**config.mk**
```make
export PLATFORM = sky130hd
export DESIGN_NAME = uart_rx_os_flat
export DESIGN_NICKNAME = d
export VERILOG_FILES = /design/src/rtl/uart_pkg.sv /design/src/rtl/uart_rx_os_if.sv /design/src/rtl/uart_baud_tick.sv /design/src/rtl/uart_rx_os.sv /design/src/flat_wrapper.sv
export SDC_FILE = /design/constraint.sdc
export NUM_CORES = 1
export LEC_CHECK = 0
export ABC_AREA = 1
export BUFFER_PORTS_ARGS = -buffer_cell sky130_fd_sc_hd__clkbuf_2
export CORE_ASPECT_RATIO = 1.75
export CORE_MARGIN = 5
export CORE_UTILIZATION = 50
export DETAILED_ROUTE_END_ITERATION = 10
export GPL_ROUTABILITY_DRIVEN = 0
export PLACE_DENSITY = 0.69
export SLEW_MARGIN = 20
export SYNTH_ARGS = -nofsm -noshare
export SYNTH_HDL_FRONTEND = slang
export SYNTH_SLANG_ARGS = --single-unit
```
**constraint.sdc**
```tcl
create_clock -name clk -period 1.87 [get_ports clk]
set_clock_uncertainty 0.2 [all_clocks]
set_input_delay 0.0935 -clock clk [delete_from_list [all_inputs] [get_ports clk]]
set_output_delay 0.0935 -clock clk [all_outputs]
set_load 0.1 [all_outputs]
```
**src/rtl/uart_pkg.sv**
```systemverilog
// Shared UART definitions: receiver state encoding and oversampling constants.
package uart_pkg;

    typedef enum logic [2:0] {IDLE, START, DATA, STOP, WAIT_HIGH} rx_state_t;

    localparam int         OVERSAMPLE = 16;
    localparam logic [3:0] SAMPLE_T0  = 4'd7;
    localparam logic [3:0] SAMPLE_T1  = 4'd8;
    localparam logic [3:0] SAMPLE_T2  = 4'd9;
    localparam logic [3:0] TICK_LAST  = 4'(OVERSAMPLE - 1);
    localparam int         DATA_BITS  = 8;

endpackage

```
**src/rtl/uart_rx_os_if.sv**
```systemverilog
// Byte-side handshake of the receiver: valid/ready data plus status pulses.
interface uart_rx_os_if;

    logic [7:0] dout;
    logic       valid;
    logic       ready;
    logic       frame_err;
    logic       overrun;

    modport master (output dout, output valid, output frame_err, output overrun, input ready);
    modport slave  (input dout, input valid, input frame_err, input overrun, output ready);

endinterface

```
**src/rtl/uart_baud_tick.sv**
```systemverilog
// Oversampling prescaler: one-clk tick every clk_freq/(baud_rate*OVERSAMPLE) clocks.
module uart_baud_tick #(
    parameter int clk_freq   = 1_000_000,
    parameter int baud_rate  = 9600,
    parameter int OVERSAMPLE = 16
) (
    input  logic clk,
    input  logic rst,
    input  logic clr_i,
    output logic tick_o
);

    localparam int             DIV  = clk_freq / (baud_rate * OVERSAMPLE);
    localparam int             W    = (DIV > 1) ? $clog2(DIV) : 1;
    localparam logic [W-1:0]   LAST = W'(DIV - 1);

    logic [W-1:0] cnt_q;

    always_ff @(posedge clk or negedge rst) begin
        if (!rst) begin
            cnt_q <= '0;
        end else if (clr_i || cnt_q == LAST) begin
            cnt_q <= '0;
        end else begin
            cnt_q <= cnt_q + 1'b1;
        end
    end

    assign tick_o = !clr_i && (cnt_q == LAST);

endmodule

```
**src/rtl/uart_rx_os.sv**
```systemverilog
// 16x-oversampling 8N1 UART receiver with 3-sample majority vote and a valid/ready byte output.
module uart_rx_os
    import uart_pkg::*;
#(
    parameter int clk_freq  = 1_000_000,
    parameter int baud_rate = 9600
) (
    input  logic          clk,
    input  logic          rst,
    input  logic          rx,
    uart_rx_os_if.master  bus
);

    logic       s1_q, s2_q, rxs;
    rx_state_t  state_q;
    logic [3:0] tidx_q;
    logic [2:0] bit_q;
    logic [7:0] shift_q, dout_q;
    logic       valid_q, ferr_q, ovr_q;
    logic       smp0_q, smp1_q;
    logic       tick, maj, clr;

    always_ff @(posedge clk or negedge rst) begin
        if (!rst) begin
            s1_q <= 1'b1;
            s2_q <= 1'b1;
        end else begin
            s1_q <= rx;
            s2_q <= s1_q;
        end
    end
    assign rxs = s2_q;

    // Prescaler only runs while a frame is being timed.
    assign clr = (state_q == IDLE) || (state_q == WAIT_HIGH);

    uart_baud_tick #(
        .clk_freq  (clk_freq),
        .baud_rate (baud_rate),
        .OVERSAMPLE(OVERSAMPLE)
    ) u_tick (
        .clk   (clk),
        .rst   (rst),
        .clr_i (clr),
        .tick_o(tick)
    );

    // Third sample is the live line value at the deciding tick.
    assign maj = (smp0_q & smp1_q) | (smp0_q & rxs) | (smp1_q & rxs);

    always_ff @(posedge clk or negedge rst) begin
        if (!rst) begin
            state_q <= IDLE;
            tidx_q  <= '0;
            bit_q   <= '0;
            shift_q <= '0;
            dout_q  <= '0;
            valid_q <= 1'b0;
            ferr_q  <= 1'b0;
            ovr_q   <= 1'b0;
            smp0_q  <= 1'b0;
            smp1_q  <= 1'b0;
        end else begin
            ferr_q <= 1'b0;
            ovr_q  <= 1'b0;
            if (valid_q && bus.ready) valid_q <= 1'b0;
            if (tick) begin
                tidx_q <= tidx_q + 1'b1;
                if (tidx_q == SAMPLE_T0) smp0_q <= rxs;
                if (tidx_q == SAMPLE_T1) smp1_q <= rxs;
            end
            case (state_q)
                IDLE: begin
                    if (!rxs) begin
                        tidx_q  <= '0;
                        bit_q   <= '0;
                        state_q <= START;
                    end
                end
                START: begin
                    if (tick && tidx_q == SAMPLE_T2 && maj) state_q <= IDLE;
                    else if (tick && tidx_q == TICK_LAST)   state_q <= DATA;
                end
                DATA: begin
                    if (tick && tidx_q == SAMPLE_T2) shift_q <= {maj, shift_q[7:1]};
                    if (tick && tidx_q == TICK_LAST) begin
                        if (bit_q == 3'(DATA_BITS - 1)) state_q <= STOP;
                        else                            bit_q   <= bit_q + 1'b1;
                    end
                end
                STOP: begin
                    if (tick && tidx_q == SAMPLE_T2) begin
                        if (!maj) begin
                            ferr_q  <= 1'b1;
                            state_q <= WAIT_HIGH;
                        end else begin
                            // A byte being consumed this clock frees the slot for the new one.
                            if (!valid_q || bus.ready) begin
                                dout_q  <= shift_q;
                                valid_q <= 1'b1;
                            end else begin
                                ovr_q <= 1'b1;
                            end
                            state_q <= IDLE;
                        end
                    end
                end
                WAIT_HIGH: begin
                    if (rxs) state_q <= IDLE;
                end
                default: state_q <= IDLE;
            endcase
        end
    end

    assign bus.dout      = dout_q;
    assign bus.valid     = valid_q;
    assign bus.frame_err = ferr_q;
    assign bus.overrun   = ovr_q;

endmodule

```
**src/flat_wrapper.sv**
```systemverilog
// flat-port wrapper written by rule: the top's interface ports become plain ports
module uart_rx_os_flat import uart_pkg::*;
#(
    parameter int clk_freq  = 1_000_000,
    parameter int baud_rate = 9600
)
  (clk, rst, rx, bus_dout, bus_valid, bus_frame_err, bus_overrun, bus_ready);
  uart_rx_os_if bus_i ();
  input  logic clk;
  input  logic rst;
  input  logic rx;
  output wire logic [$bits(bus_i.dout)-1:0] bus_dout;
  output wire logic [$bits(bus_i.valid)-1:0] bus_valid;
  output wire logic [$bits(bus_i.frame_err)-1:0] bus_frame_err;
  output wire logic [$bits(bus_i.overrun)-1:0] bus_overrun;
  input wire logic [$bits(bus_i.ready)-1:0] bus_ready;
  assign bus_dout = bus_i.dout;
  assign bus_valid = bus_i.valid;
  assign bus_frame_err = bus_i.frame_err;
  assign bus_overrun = bus_i.overrun;
  assign bus_i.ready = bus_ready;
  uart_rx_os #(.clk_freq(clk_freq), .baud_rate(baud_rate)) u_core (.clk(clk), .rst(rst), .rx(rx), .bus(bus_i));
endmodule
```
### Yosys cells after proc, flatten, opt, wreduce, memory -nomap -nowiden

Cells that the tools add are included.

* register bits after elaboration: 36
* input bits: 4
* word-level logic and storage cells: 85
* memories kept: 0
* bits in writable memories: 0
* latch bits: 0
* ROM bits: 0

* shifts and indexed selects: 0
* add/subtract/negate cells: 3
* $mul: 0
* reduce and logical (&&, ||, !) cells: 18
* eq/ne operators: 17
* magnitude comparators: 0
* bitwise gates (word level): 5
* divide/modulo/power cells: 0
* muxes and demuxes: 29

Operator list (count)
* $mux W3: 12
* $pmux W3 S5: 1
* $eq A4 B4 Y1 const B: 3
* $mux W1: 12
* $mux W4: 3
* $eq A3 B3 Y1 const B: 3
* $ne A2 B1 Y1 const B: 4
* $reduce_and A4 Y1: 2
* $add A3 B1 Y3 const B: 2
* $eq A3 B2 Y1 const B: 2
* $pmux W3 S2: 1
* $reduce_and A2 Y1: 3
* $reduce_and A6 Y1: 1
* $logic_and A1 B1 Y1: 5
* $add A4 B1 Y4 const B: 1
* $eq A4 B3 Y1 const B: 1
* $ne A2 B2 Y1 const B: 2
* $and A1 B1 Y1: 3
* $eq A3 B1 Y1 const B: 1
* $logic_not A3 Y1: 1
* $logic_or A1 B1 Y1: 3
* $ne A3 B1 Y1 const B: 1
* $logic_not A1 Y1: 2
* $or A1 B1 Y1: 2
* $reduce_bool A2 Y1: 1

### Depth between registers and ports, before layout

* depth in word-level cells: 8
* gate-level depth with buffers: 10
* gate-level depth less buffers: 10

### Hierarchy

From an unflattened synthesis, not the netlist that was laid out.

* cells, all modules: 205
* area, all modules: 1774.2 um2

Modules (own cells, without submodules)
* uart_rx_os: cells each 187, instances 1, area each 1620.3 um2, sequential area each 828.3 um2
* uart_baud_tick: cells each 18, instances 1, area each 153.9 um2, sequential area each 75.1 um2

### Worst setup path after synthesis

No wires, ideal clock.

* kind: register to register
* start: register u_core.valid_q, in the netlist u_core.bus.valid
* end: register u_core.dout_q[2], in the netlist u_core.bus.dout[2]
* setup slack: 4 ps
* stages on the path, launching flop included: 6
* path buffers: 1
* arrival time: 1592 ps
* library setup time: 74 ps
* period minus slack after synthesis: 1866 ps
* data required time: 1596 ps
* cell sequence: dfrtp_1 nand2_1 nand2_4 buf_6 nand2_2 o21ai_2

* cells in the longest elaborated chain, start to end: 3

RTL lines
* from (decl): RTL line uart_rx_os.sv:19 `logic valid_q, ferr_q, ovr_q;`
* from (signal assigned): RTL line uart_rx_os.sv:58 `valid_q <= 1'b0;`
* from (signal assigned): RTL line uart_rx_os.sv:66 `if (valid_q && bus.ready) valid_q <= 1'b0;`
* from (signal assigned): RTL line uart_rx_os.sv:100 `valid_q <= 1'b1;`
* $logic_not A1 Y1: RTL line uart_rx_os.sv:98 `if (!valid_q || bus.ready) begin`
* $logic_or A1 B1 Y1: RTL line uart_rx_os.sv:98
* $reduce_and A4 Y1 (no line)
* to (signal assigned): RTL line uart_rx_os.sv:99 `dout_q <= shift_q;`
* to (decl): RTL line uart_rx_os.sv:18 `logic [7:0] shift_q, dout_q;`

No other way between the ends.
A chain may end at the register's enable or synchronous reset.

### Worst setup path after layout

* start: register u_core.u_tick.cnt_q[1]
* end: register u_core.dout_q[7], in the netlist u_core.bus.dout[7]

* cells in the longest elaborated chain, start to end: 4

RTL lines
* from (decl): RTL line uart_baud_tick.sv:17 `logic [W-1:0] cnt_q;`
* from (signal assigned): RTL line uart_baud_tick.sv:25 `cnt_q <= cnt_q + 1'b1;`
* $eq A3 B3 Y1: RTL line uart_baud_tick.sv:29 `assign tick_o = !clr_i && (cnt_q == LAST);`
* $logic_and A1 B1 Y1: RTL line uart_baud_tick.sv:29
* $logic_and A1 B1 Y1: RTL line uart_rx_os.sv:92 `if (tick && tidx_q == SAMPLE_T2) begin`
* $reduce_and A4 Y1 (no line)

No other way between the ends.

==> impl_metrics.py <==
metrics = {
    "run_status": {
        "status": "completed",
    },
    "yosys": {
        "ys_top_cells_by_count": "nand2_1 (48), dfrtp_1 (34), inv_1 (25)",
        "synth_seq_cells": 36,
        "ys_top_cells_by_area": "dfrtp_1 (50%), nand2_1 (10%), inv_1 (5.5%), ha_1 (5.1%), o21ai_2 (4.1%)",
        "yosys_warnings": 0,
        "synth_edf_count": 0,
        "synth_top_cell_by_area": "dfrtp_1",
        "netlist_area_sq_um": 1717,
        "yosysMostFrequentCell": "nand2_1",
        "yosysSeqAreaShare_pct": 52.62,
        "yosysTopAreaCellShare_pct": 49.56,
        "synth_area_per_cell_sq_um": 8.941,
        "synth_ff_type": "dfrtp_1",
        "syn_nets": 203,
        "async_flop_share_pct": 100.0,
        "syn-instance-count": 192,
        "ys_types": 24,
    },
    "routing": {
        "drc": 0,
        "drtIter0Drc": 33,
        "drt-total-wl_mm": 3.070,
        "dr_total_vias": 1305,
        "vias_per_cell": 4.962,
        "wl_per_cell_um": 11.67,
        "ant_nets": 0,
        "dr.pass1.iters": 4,
    },
    "timing": {
        "slew_violations": 0,
        "max_freq_mhz": 579.2,
        "hold_viol_final": 0,
        "fin_crit_sh_pct": 92.33,
        "worst_slew_pin_slew_ns": 0.5427,
        "setup_viol": 0,
        "setup_tns_ns": 0,
        "period_minus_slack_ns": 1.727,
        "grt_setup_unrepaired": "false",
        "slew_headroom_pct": 63.97,
    },
    "clock_network": {
        "numCtsBuffers": 5,
        "clockBufferDepth": 2,
        "cts-htree-levels": 2,
        "clk_pin_slew_ns": 0.07,
        "clockRootBuffer": "clkbuf_8",
        "clk_latency_ns": 0.28,
        "cts_tree": "done",
        "numClockSinks": 36,
    },
    "pwr": {
        "p_leak_nw": 0.9878,
        "seqPwrFrac_pct": 56.9,
        "p_int_w": 0.001093,
        "p_sw_share_pct": 20.88,
        "clkPwrFrac_pct": 40.9,
        "power_w": 0.001382,
        "irDropWorstVdd_uv": 665.7,
        "combPwrFrac_pct": 2.3,
        "power_density_nw_per_um2": 693.3,
        "switchingPower_w": 0.0002886,
    },
    "critical_path": {
        "cp_slowest_stage_delay_ns": 0.38,
        "slowest_stage": "dfrtp_1",
        "start_kind": "flop",
        "cp-end-kind": "flop",
        "cp.arrival_ns": 1.70,
        "worstSetupPathType": "reg -> reg",
        "ff2ff_path_depth": 9,
        "path_max_fanout": 16,
        "cp_cell_sequence": "inv_1 > ha_1 > nand2_1 > nor2_4 > nand3_4 > nor2_4 > nand2_8 > nand2_1 > o21ai_2",
        "worstPathRequired_ns": 1.85,
    },
    "placement": {
        "io_buffers": 14,
        "hpwl_mm": 2.319,
    },
    "grt": {
        "overflow": 0,
        "grt_pass1_vias": 1338,
        "track_usage_pct": 15.96,
        "grt_max_degree": 37,
        "antenna_found_initial": 0,
        "grt_pass1_wl_mm": 5.457,
    },
    "floorplan": {
        "core_sq_um": 3363,
        "die_h_um": 87.52,
        "rows": 28,
        "io_pins": 15,
        "start_util_pct": 51.04,
        "die_area_sq_um": 4752,
        "die_w_um": 54.30,
    },
    "job": {
        "cap_violations": 0,
    },
    "layout": {
        "nNetsFinal": 228,
        "diodes": 0,
        "drive_gt1_share_pct": 24.77,
        "nFillCells": 317,
        "syn_to_final_growth_pct": 16.11,
    },
    "min_path": {
        "hold_depth": 0,
        "hp-class": "reg -> reg",
    },
}
==> metal layers <==
| metal | up-vias | track usage (%) | wire length, um |
|---|---|---|---|
| met4 | 0 | 9.524 | 59 |
| met1 | 625 | 15.20 | 1141 |
| met2 | 24 | 28.79 | 1775 |
| met5 | - | 0 | 0 |
| li1 | 650 | - | - |
| met3 | 6 | 4.117 | 94 |
==> through the flow <==
step / setup slack [ns] / instances / area [sq um] / hold slack, ns / util [%]
floorplan: 0.004292 / 192 / 1717 / -0.4021 / -
global placement: 0.1304 / 251 / 1839 / -0.05276 / 54.69
detailed placement: 0.08616 / 251 / 1839 / -0.04235 / 54.69
CTS: 0.07785 / 262 / 1963 / 0.1579 / 58.37
global route: 0.006627 / 263 / 1993 / 0.1647 / 59.26
finish: 0.1435 / 263 / 1993 / 0.1575 / 59.26
==> layout make-up <==
cell class	instances	area, sq um	area share, %
clock inverter	1	7.507	0.3766
timing repair buffer	20	122.6	6.152
sequential	36	903.4	45.32
inverter	29	108.9	5.461
clock buffer	7	86.33	4.331
multi-input combinational	125	708.2	35.53
tap	45	56.30	2.825
==> power by group through the flow <==
stage          registers (W)    logic, W  clock network (W)
3_5_place_dp        0.000801   0.0000279                  0
3_3_place_gp        0.000801   0.0000269                  0
5_1_grt             0.000786   0.0000371           0.000616
4_1_cts             0.000786   0.0000330           0.000582
2_1_floorplan       0.000800  0.00000526                  0
6_report            0.000786   0.0000315           0.000565
==> worst max-delay path, delay by kind of cell (launching register included) <==
family / cells / cell delay [ns]
AND/OR/NAND/NOR: 6 / 0.80
AO/OA/AOI/OAI: 1 / 0.05
flip-flops: 1 / 0.38
adder cells (fa/ha/maj): 1 / 0.13
buffers and inverters: 1 / 0.06
==> path summary, 6_finish.rpt <==
check | end | from | slack, ns
max in group asynchronous | u_core.rxs | rst | 0.93
max | u_core.bus.dout[7] | u_core.u_tick.cnt_q[1] | 0.14
min reg2reg | u_core.rxs | u_core.s1_q | 0.16
min | u_core.rxs | u_core.s1_q | 0.16
min in group asynchronous | u_core.bus.dout[7] | rst | 0.21
max reg2reg | u_core.bus.dout[7] | u_core.u_tick.cnt_q[1] | 0.14
==> sequential cells by signal, indices dropped and copies added, names as in the netlist <==
register / cells
u_core.state_q: 3
u_core.smp0_q: 1
u_core.u_tick.cnt_q: 3
u_core.bus.frame_err: 1
u_core.s1_q: 1
u_core.rxs: 1
u_core.smp1_q: 1
u_core.shift_q: 8
u_core.tidx_q: 4
u_core.bit_q: 3
u_core.bus.overrun: 1
u_core.bus.dout: 8
u_core.bus.valid: 1
==> kinds of logic after synthesis <==
kind of cell	after synthesis	share of synthesized area, %
AOI/OAI and AO/OA	26	9.329
xor gates and xnor gates	1	0.5103
adders and majority gates	7	5.102
buffers and inverters	31	7.434
DFF	36	52.62
and+or+nand+nor	91	25.00
==> repair_timing <==
| item | CTS | global route |
|---|---|---|
| buffers inserted | 0 | 1 |
| endpoints found under the setup margin | 0 | 19 |
| resized for setup | 0 | 7 |
| hold buffers | 3 | 0 |
| endpoints found under the hold margin | 39 | 0 |
==> layout by cell type, fill, tap and decap left out <==
master / count
nand2_1: 47
dfrtp_1: 34
inv_1: 23
nor2_1: 14
clkbuf_2: 14
o21ai_0: 13
nand3_1: 10
o21ai_2: 9
ha_1: 7
inv_2: 6
clkbuf_8: 6
nor2_4: 4
nor3_1: 4
nand2_2: 4
dlygate4sd3_1: 3
buf_4: 3
nor2_2: 2
a21oi_1: 2
nand4_1: 2
o21ai_1: 2
dfstp_2: 2
nor3_2: 1
nand3_4: 1
xnor2_1: 1
nand2_8: 1
and2_1: 1
clkbuf_1: 1
clkinvlp_4: 1
(Power assumes the default switching activity.)
